### config.mk
export PLATFORM = sky130hd
export DESIGN_NAME = layer_priority_mux_flat
export DESIGN_NICKNAME = d
export VERILOG_FILES = /design/src/rtl/layer_priority_mux_pkg.sv /design/src/rtl/layer_priority_mux_if.sv /design/src/rtl/layer_prio_enc.sv /design/src/rtl/layer_priority_mux.sv /design/src/flat_wrapper.sv
export SDC_FILE = /design/constraint.sdc
export NUM_CORES = 1
export LEC_CHECK = 0
export ABC_AREA = 0
export CORE_UTILIZATION = 49
export DETAILED_ROUTE_END_ITERATION = 8
export PLACE_DENSITY = 0.86
export REMOVE_ABC_BUFFERS = 1
export SLEW_MARGIN = 40
export SYNTH_ARGS = -nofsm -noshare
export SYNTH_HDL_FRONTEND = slang
export SYNTH_HIERARCHICAL = 1
export SYNTH_SLANG_ARGS = --single-unit
### constraint.sdc
create_clock -name clk -period 3.6 [get_ports clk]
set_clock_uncertainty 0.1 [all_clocks]
set_input_delay 0.36 -clock clk [delete_from_list [all_inputs] [get_ports clk]]
set_output_delay 0.36 -clock clk [all_outputs]
set_load 0.1 [all_outputs]
### src/rtl/layer_priority_mux_pkg.sv
`default_nettype none
// ============================================================================
// Module      : layer_mux_pkg
// Description : Shared defaults, colour type and index-width helper for the
//               layer priority compositor.
// Revision    : 1.0 - initial release
// ============================================================================
package layer_mux_pkg;

    localparam int c_RGB_W = 8;
    localparam logic [c_RGB_W-1:0] c_TRANSPARENT_KEY = 8'hFF;

    typedef logic [c_RGB_W-1:0] rgb_t;

    // A single layer still needs a 1-bit index port.
    function automatic int idx_w(input int n);
        return (n > 1) ? $clog2(n) : 1;
    endfunction

endpackage
`default_nettype wire

### src/rtl/layer_priority_mux_if.sv
`default_nettype none
// ============================================================================
// Module      : layer_priority_mux_if
// Description : Pixel, mask-programming and composited-output bundle between
//               the layer drawers and the compositor.
// Revision    : 1.0 - initial release
// ============================================================================
interface layer_priority_mux_if
    import layer_mux_pkg::*;
#(
    parameter int NUM_LAYERS = 12,
    parameter int RGB_W      = c_RGB_W
);
    localparam int IDX_W = idx_w(NUM_LAYERS);

    logic                             frame_start;
    logic [NUM_LAYERS-1:0]            layer_req;
    logic [NUM_LAYERS-1:0][RGB_W-1:0] layer_rgb;
    logic [RGB_W-1:0]                 default_rgb;
    logic                             mask_wr;
    logic [NUM_LAYERS-1:0]            mask_wdata;
    logic                             blink_wr;
    logic [NUM_LAYERS-1:0]            blink_wdata;
    logic [RGB_W-1:0]                 out_rgb;
    logic [IDX_W-1:0]                 out_layer;
    logic                             out_hit;

    modport master (
        output frame_start, layer_req, layer_rgb, default_rgb,
               mask_wr, mask_wdata, blink_wr, blink_wdata,
        input  out_rgb, out_layer, out_hit
    );

    modport slave (
        input  frame_start, layer_req, layer_rgb, default_rgb,
               mask_wr, mask_wdata, blink_wr, blink_wdata,
        output out_rgb, out_layer, out_hit
    );

endinterface
`default_nettype wire

### src/rtl/layer_prio_enc.sv
`default_nettype none
// ============================================================================
// Module      : layer_prio_enc
// Description : Combinational lowest-index-wins priority encoder.
// Revision    : 1.0 - initial release
// ============================================================================
module layer_prio_enc #(
    parameter int NUM_LAYERS = 12,
    parameter int IDX_W      = 4
) (
    input  wire logic [NUM_LAYERS-1:0] i_qual,
    output logic      [IDX_W-1:0]      o_idx,
    output logic                       o_hit
);

    // Scan from the top down so the lowest qualifying index is the last write.
    always_comb begin
        o_idx = '0;
        o_hit = 1'b0;
        for (int i = NUM_LAYERS - 1; i >= 0; i--) begin
            if (i_qual[i]) begin
                o_idx = IDX_W'(i);
                o_hit = 1'b1;
            end
        end
    end

endmodule
`default_nettype wire

### src/rtl/layer_priority_mux.sv
`default_nettype none
// ============================================================================
// Module      : layer_priority_mux
// Description : Two-stage pipelined layer compositor with transparency key,
//               frame-synchronous enable mask and blink mask.
// Revision    : 1.0 - initial release
// ============================================================================
module layer_priority_mux
    import layer_mux_pkg::*;
#(
    parameter int               NUM_LAYERS      = 12,
    parameter int               RGB_W           = c_RGB_W,
    parameter bit               KEY_EN          = 1'b1,
    parameter logic [RGB_W-1:0] TRANSPARENT_KEY = c_TRANSPARENT_KEY,
    parameter int               BLINK_SHIFT     = 4
) (
    input  wire logic           clk,
    input  wire logic           reset,
    layer_priority_mux_if.slave bus
);

    localparam int IDX_W = idx_w(NUM_LAYERS);

    logic [NUM_LAYERS-1:0] r_mask_shadow;
    logic [NUM_LAYERS-1:0] r_active_mask;
    logic [NUM_LAYERS-1:0] r_blink_shadow;
    logic [NUM_LAYERS-1:0] r_active_blink;
    logic [BLINK_SHIFT:0]  r_frame_cnt;

    logic                  w_blink_phase;
    logic [NUM_LAYERS-1:0] w_qual;
    logic [IDX_W-1:0]      w_idx;
    logic                  w_hit;
    logic [RGB_W-1:0]      w_sel_rgb;

    logic [IDX_W-1:0]      r_s1_idx;
    logic                  r_s1_hit;
    logic [RGB_W-1:0]      r_s1_rgb;
    logic [IDX_W-1:0]      r_out_layer;
    logic                  r_out_hit;
    logic [RGB_W-1:0]      r_out_rgb;

    assign w_blink_phase = r_frame_cnt[BLINK_SHIFT];

    // A layer takes part only if requested, enabled, not in its blink-off
    // phase and not drawing the transparent key colour.
    for (genvar gi = 0; gi < NUM_LAYERS; gi++) begin : g_qual
        assign w_qual[gi] = bus.layer_req[gi]
                          & r_active_mask[gi]
                          & ~(r_active_blink[gi] & w_blink_phase)
                          & ~(KEY_EN & (bus.layer_rgb[gi] == TRANSPARENT_KEY));
    end

    layer_prio_enc #(
        .NUM_LAYERS (NUM_LAYERS),
        .IDX_W      (IDX_W)
    ) u_enc (
        .i_qual (w_qual),
        .o_idx  (w_idx),
        .o_hit  (w_hit)
    );

    // Colour of the winning layer, falling back to the background colour.
    always_comb begin
        w_sel_rgb = bus.default_rgb;
        for (int i = NUM_LAYERS - 1; i >= 0; i--) begin
            if (w_qual[i]) begin
                w_sel_rgb = bus.layer_rgb[i];
            end
        end
    end

    // Shadow masks take writes any time; active masks load only at frame start,
    // taking a same-cycle write straight through.
    always_ff @(posedge clk or posedge reset) begin
        if (reset) begin
            r_mask_shadow  <= '1;
            r_active_mask  <= '1;
            r_blink_shadow <= '0;
            r_active_blink <= '0;
        end else begin
            if (bus.mask_wr) begin
                r_mask_shadow <= bus.mask_wdata;
            end
            if (bus.blink_wr) begin
                r_blink_shadow <= bus.blink_wdata;
            end
            if (bus.frame_start) begin
                r_active_mask  <= bus.mask_wr  ? bus.mask_wdata  : r_mask_shadow;
                r_active_blink <= bus.blink_wr ? bus.blink_wdata : r_blink_shadow;
            end
        end
    end

    // Free-running frame counter; its top bit is the blink phase.
    always_ff @(posedge clk or posedge reset) begin
        if (reset) begin
            r_frame_cnt <= '0;
        end else if (bus.frame_start) begin
            r_frame_cnt <= r_frame_cnt + 1'b1;
        end
    end

    // Stage 1 captures the arbitration result, stage 2 drives the outputs.
    always_ff @(posedge clk or posedge reset) begin
        if (reset) begin
            r_s1_idx    <= '0;
            r_s1_hit    <= 1'b0;
            r_s1_rgb    <= '0;
            r_out_layer <= '0;
            r_out_hit   <= 1'b0;
            r_out_rgb   <= '0;
        end else begin
            r_s1_idx    <= w_idx;
            r_s1_hit    <= w_hit;
            r_s1_rgb    <= w_sel_rgb;
            r_out_layer <= r_s1_idx;
            r_out_hit   <= r_s1_hit;
            r_out_rgb   <= r_s1_rgb;
        end
    end

    assign bus.out_rgb   = r_out_rgb;
    assign bus.out_layer = r_out_layer;
    assign bus.out_hit   = r_out_hit;

endmodule
`default_nettype wire

### src/flat_wrapper.sv
// flat-port wrapper written by rule: the top's interface ports become plain ports
module layer_priority_mux_flat import layer_mux_pkg::*;
#(
    parameter int               NUM_LAYERS      = 12,
    parameter int               RGB_W           = c_RGB_W,
    parameter bit               KEY_EN          = 1'b1,
    parameter logic [RGB_W-1:0] TRANSPARENT_KEY = c_TRANSPARENT_KEY,
    parameter int               BLINK_SHIFT     = 4
)
  (clk, reset, bus_frame_start, bus_layer_req, bus_layer_rgb, bus_default_rgb, bus_mask_wr, bus_mask_wdata, bus_blink_wr, bus_blink_wdata, bus_out_rgb, bus_out_layer, bus_out_hit);
  layer_priority_mux_if #(.NUM_LAYERS(NUM_LAYERS), .RGB_W(RGB_W)) bus_i ();
  input  wire logic clk;
  input  wire logic reset;
  input wire logic [$bits(bus_i.frame_start)-1:0] bus_frame_start;
  input wire logic [$bits(bus_i.layer_req)-1:0] bus_layer_req;
  input wire logic [$bits(bus_i.layer_rgb)-1:0] bus_layer_rgb;
  input wire logic [$bits(bus_i.default_rgb)-1:0] bus_default_rgb;
  input wire logic [$bits(bus_i.mask_wr)-1:0] bus_mask_wr;
  input wire logic [$bits(bus_i.mask_wdata)-1:0] bus_mask_wdata;
  input wire logic [$bits(bus_i.blink_wr)-1:0] bus_blink_wr;
  input wire logic [$bits(bus_i.blink_wdata)-1:0] bus_blink_wdata;
  output wire logic [$bits(bus_i.out_rgb)-1:0] bus_out_rgb;
  output wire logic [$bits(bus_i.out_layer)-1:0] bus_out_layer;
  output wire logic [$bits(bus_i.out_hit)-1:0] bus_out_hit;
  assign bus_i.frame_start = bus_frame_start;
  assign bus_i.layer_req = bus_layer_req;
  assign bus_i.layer_rgb = bus_layer_rgb;
  assign bus_i.default_rgb = bus_default_rgb;
  assign bus_i.mask_wr = bus_mask_wr;
  assign bus_i.mask_wdata = bus_mask_wdata;
  assign bus_i.blink_wr = bus_blink_wr;
  assign bus_i.blink_wdata = bus_blink_wdata;
  assign bus_out_rgb = bus_i.out_rgb;
  assign bus_out_layer = bus_i.out_layer;
  assign bus_out_hit = bus_i.out_hit;
  layer_priority_mux #(.NUM_LAYERS(NUM_LAYERS), .RGB_W(RGB_W), .KEY_EN(KEY_EN), .TRANSPARENT_KEY(TRANSPARENT_KEY), .BLINK_SHIFT(BLINK_SHIFT)) u_core (.clk(clk), .reset(reset), .bus(bus_i));
endmodule
==> results.md <==
- Signal routing reaches up to met4.
- The proportion of netlist area held by the largest area contributor is 0.3082.
- Of the cells placed in the final design, the portion with a size suffix greater than 1 is 0.2321.
- Of all cell types, the one taking the most synthesized area is dfrtp_1.
- The number of enable-type register cells in the synthesized netlist is 0.
- For this design, the CTS-stage hold fixing added 0 buffers.
- The first global-routing pass estimated 20960 um of wire.
- For this run, design rule violations remaining after detail routing come to 0.
- The number of buffers created by CTS is 9.
- The starting DRC count in detailed routing is 290.
- Across all layers, the routed design uses 4026 vias.
- Setup slack closes at 1.006 ns.
- Setup violations remaining at the end of the flow were counted as 0.
- The deepest level of the CTS H-tree is 3.
- The share of the Yosys chip area taken by registers is 0.4494.
- The area of the mapped netlist is 4466 um2.
- For the pin with the worst max-slew slack, the measured transition is 0.8674 ns.
- The clock latency of the later-clocked register in the worst-skew pair is 0.36 ns.
- The total chip power is 3319 uW.
- The initial standard-cell utilization of the core is 0.5096.
- In this run the worst hold path is classified as reg2reg.
- The number of global-route vias before repair came to 4020.
- The family with the most delay on the worst path is compound AO/OA/AOI/OAI gates.
- The pre-antenna-repair detailed-routing pass consisted of 5 iterations.
- Entering global routing, the biggest net connects 80 pins.
- The worst path needs 2.594 ns of the cycle, external delays included.
- The congestion estimate from routability-driven global placement came to 0.9722.
- The flow ran to the end, and the final reports show no timing, DRC or antenna violations.
- Among all stages on the critical path, the largest delay is contributed by dfrtp_1.
- Dividing total power by cell area gives a power density of 532.7 nW/um2.
- From left edge to right edge, the die measures 97.47 um.
- Dividing the detail-routed wire length by the instance count gives 20.18 um.
- The area enclosed by the die boundary is 9499 um2.
- Setup repair after global routing left no endpoint under its margin.
- The cell chosen for the clock root is clkbuf_8.
- The TritonCTS clock tree is built.
- Clock-pin slew was measured on the worst setup and hold paths at 0.08 ns.
- The clock sink count is 79.
- The number of antenna violations at the first check in global routing is 0.
- The normalized max-slew margin is 0.4199.
- IR analysis of the VDD net gives a maximum drop of 0.4227 mV.
- The count of port buffers added during placement is 157.
- In the synthesized netlist, the cells that appear most often are dfrtp_1 (55), mux2_2 (49), inv_1 (44), nand4_1 (29), dfstp_2 (24).
- Buffers added to address setup during post-CTS repair amount to 0.
- The met3 layer wire length in the routed design is 727 um.
- The arrival time at the worst endpoint is 2.70 ns.
- The mean instance size in the synthesized netlist is 11.14 um2.
- Across the run, the number of max-cap violations was 0.
- Detailed placement finished with a half-perimeter wire length of 10800 um.
- The number of hold violations in the final report is 0.
- The buffer levels on the longest clock path is 2.
- Adding up every negative setup slack in the final design gives 0 ns.
- For this run, the top clock speed supported by timing is 385.5 MHz.
- The cell leakage power is 0.002417 uW.
- The via density per instance is 6.027.
- The number of instances in the synthesized netlist is 401.
- The final clock period utilization by the worst path is 0.7206.
- The count of antenna-violating nets left after detailed routing is 0.
- Across every metal layer, demand over resource in global routing totals 0.2877.
- The largest single stage delay on the critical path is 0.63 ns.
- The category of the most critical setup path is reg2reg.
- For this design the top-level I/O count stands at 158.
- The Yosys step of the flow raised 6 warnings.
- The final count of pins violating max slew is 0.
- For this run the aggregate overflow at the end of global routing stands at 0.
- STA classifies the critical path startpoint as a flip-flop.
- The layout-stage area growth over the synthesis result is 39.51%.
- Yosys mapped the design onto 50 distinct sky130hd cell types.
- In the synthesized netlist the async set-or-reset flop fraction comes to 1.000.
- The number of placement rows is 34.
- The signal on the critical path passes through nand2_1, o2111a_1, nor2b_1, a221oi_1, o22ai_1.
- The critical path contains buffers and inverters numbering 0 combined.
- At the placement stage, the worst setup path has a slack of 0.9507 ns.
- The most used flip-flop cell after synthesis is dfrtp_1.
- The total met2 wirelength after detailed routing is 6241 um.
- The count of nets after finishing is 701.
- The core region is 8763 um2.
- The cell with the most instances after synthesis is dfrtp_1.
- STA classifies the critical path endpoint as a flip-flop.
- The wire length reported by the detailed router is 13480 um.
- For this block, wires on met1 add up to 6110 um.
- The maximum fanout along the worst path is 20.
- By area the synthesized netlist is led by dfrtp_1 (31%), dfstp_2 (14%), mux2_2 (12%).
- After clock tree synthesis, the repair step resized 0 gates.
- The synthesized design contains 79 register bits.
- The number of antenna repair diodes is 0.
- The required arrival time at the worst endpoint is 3.70 ns.
- The die is 97.47 um tall.
[final timing paths]
| check | from | to | slack [ns] | depth (start not counted) |
|---|---|---|---|---|
| setup / recovery | u_core/r_frame_cnt[4] | u_core/r_s1_rgb[7] | 1.01 | 5 |
| hold / removal | u_core/r_s1_idx[2] | u_core/bus.out_layer[2] | 0.25 | 0 |
| setup reg to reg | u_core/r_frame_cnt[4] | u_core/r_s1_rgb[7] | 1.01 | 5 |
| hold reg to reg | u_core/r_s1_idx[2] | u_core/bus.out_layer[2] | 0.25 | 0 |
| max in group asynchronous | reset | u_core/r_active_blink[1] | 2.50 | 3 |
| min in group asynchronous | reset | u_core/bus.out_rgb[6] | 0.39 | 3 |
[worst reg2reg max path, stage by stage, from the launching register on]
cell	delay, ns
dfrtp_1	0.63
nand2_1	0.21
o2111a_1	0.56
nor2b_1	0.26
a221oi_1	0.51
o22ai_1	0.19
[kinds of logic after synthesis]
| logic type | count (synthesis) | share of synthesized area |
|---|---|---|
| XOR/XNOR | 4 | 0.007847 |
| AND/OR/NAND/NOR | 88 | 0.1314 |
| multiplexers | 49 | 0.1236 |
| flip-flops | 79 | 0.4494 |
| buffers and inverters | 65 | 0.06276 |
| AO/OA/AOI/OAI | 115 | 0.2222 |
| adder cells (fa/ha/maj) | 1 | 0.002801 |
[layout make-up]
| cell class | count | area, um2 |
|---|---|---|
| inverter | 49 | 188.9 |
| sequential | 79 | 2007 |
| multi-input combinational | 257 | 2178 |
| fill | 654 | 2534 |
| timing repair buffer | 159 | 1525 |
| tap | 108 | 135.1 |
| clock inverter | 6 | 67.56 |
| clock buffer | 10 | 127.6 |
[power breakdown]
part	leakage (uW)	total, uW	internal, uW	switching (uW)
Combinational	0.00143	1410	480	934
Clock	0.0000933	655	324	331
Sequential	0.000894	1250	1120	128
[per-stage QoR]
| step | hold slack (ns) | std cells | cell area [um2] | util |
|---|---|---|---|---|
| finish | 0.2506 | 668 | 6230 | 0.7109 |
| global route | 0.2567 | 668 | 6230 | 0.7109 |
| CTS | 0.2519 | 668 | 6230 | 0.7109 |
| detailed placement | 0.2347 | 652 | 6035 | 0.6886 |
| global placement | 0.2322 | 652 | 6096 | 0.6956 |
| floorplan | 0.2312 | 385 | 4374 | - |
[cells in the final DEF (no fill, tap or decap), drive strengths merged, types with 2 or more instances in the layout]
cell	n
clkbuf	10
mux2	49
clkinvlp	2
nand2	15
nand3	4
xnor2	3
a311oi	8
a211oi	9
nor2b	3
o211ai	16
buf	15
nor4	3
o21ai	11
nor3	3
inv	51
o32a	8
o221ai	8
and4	2
dfstp	24
and2	9
a21oi	2
nor2	7
a221oi	8
nand4	32
o31ai	9
dfrtp	55
o2111ai	13
o22ai	8
nor3b	9
clkdlybuf4s50	144
o2111a	4
a2111oi	8
[state kept, by name, indices dropped and copies added (netlist names)]
register	count
u_core/bus.out_layer	4
u_core/r_mask_shadow	12
u_core/r_active_mask	12
u_core/r_s1_hit	1
u_core/bus.out_hit	1
u_core/r_blink_shadow	12
u_core/r_s1_rgb	8
u_core/r_active_blink	12
u_core/r_frame_cnt	5
u_core/bus.out_rgb	8
u_core/r_s1_idx	4
[routing by layer]
layer	global-route usage	up-vias
met5	0	-
met3	0.03741	33
li1	-	1890
met2	0.4449	179
met4	0.1222	0
met1	0.4080	1924
(Power assumes the default switching activity.)
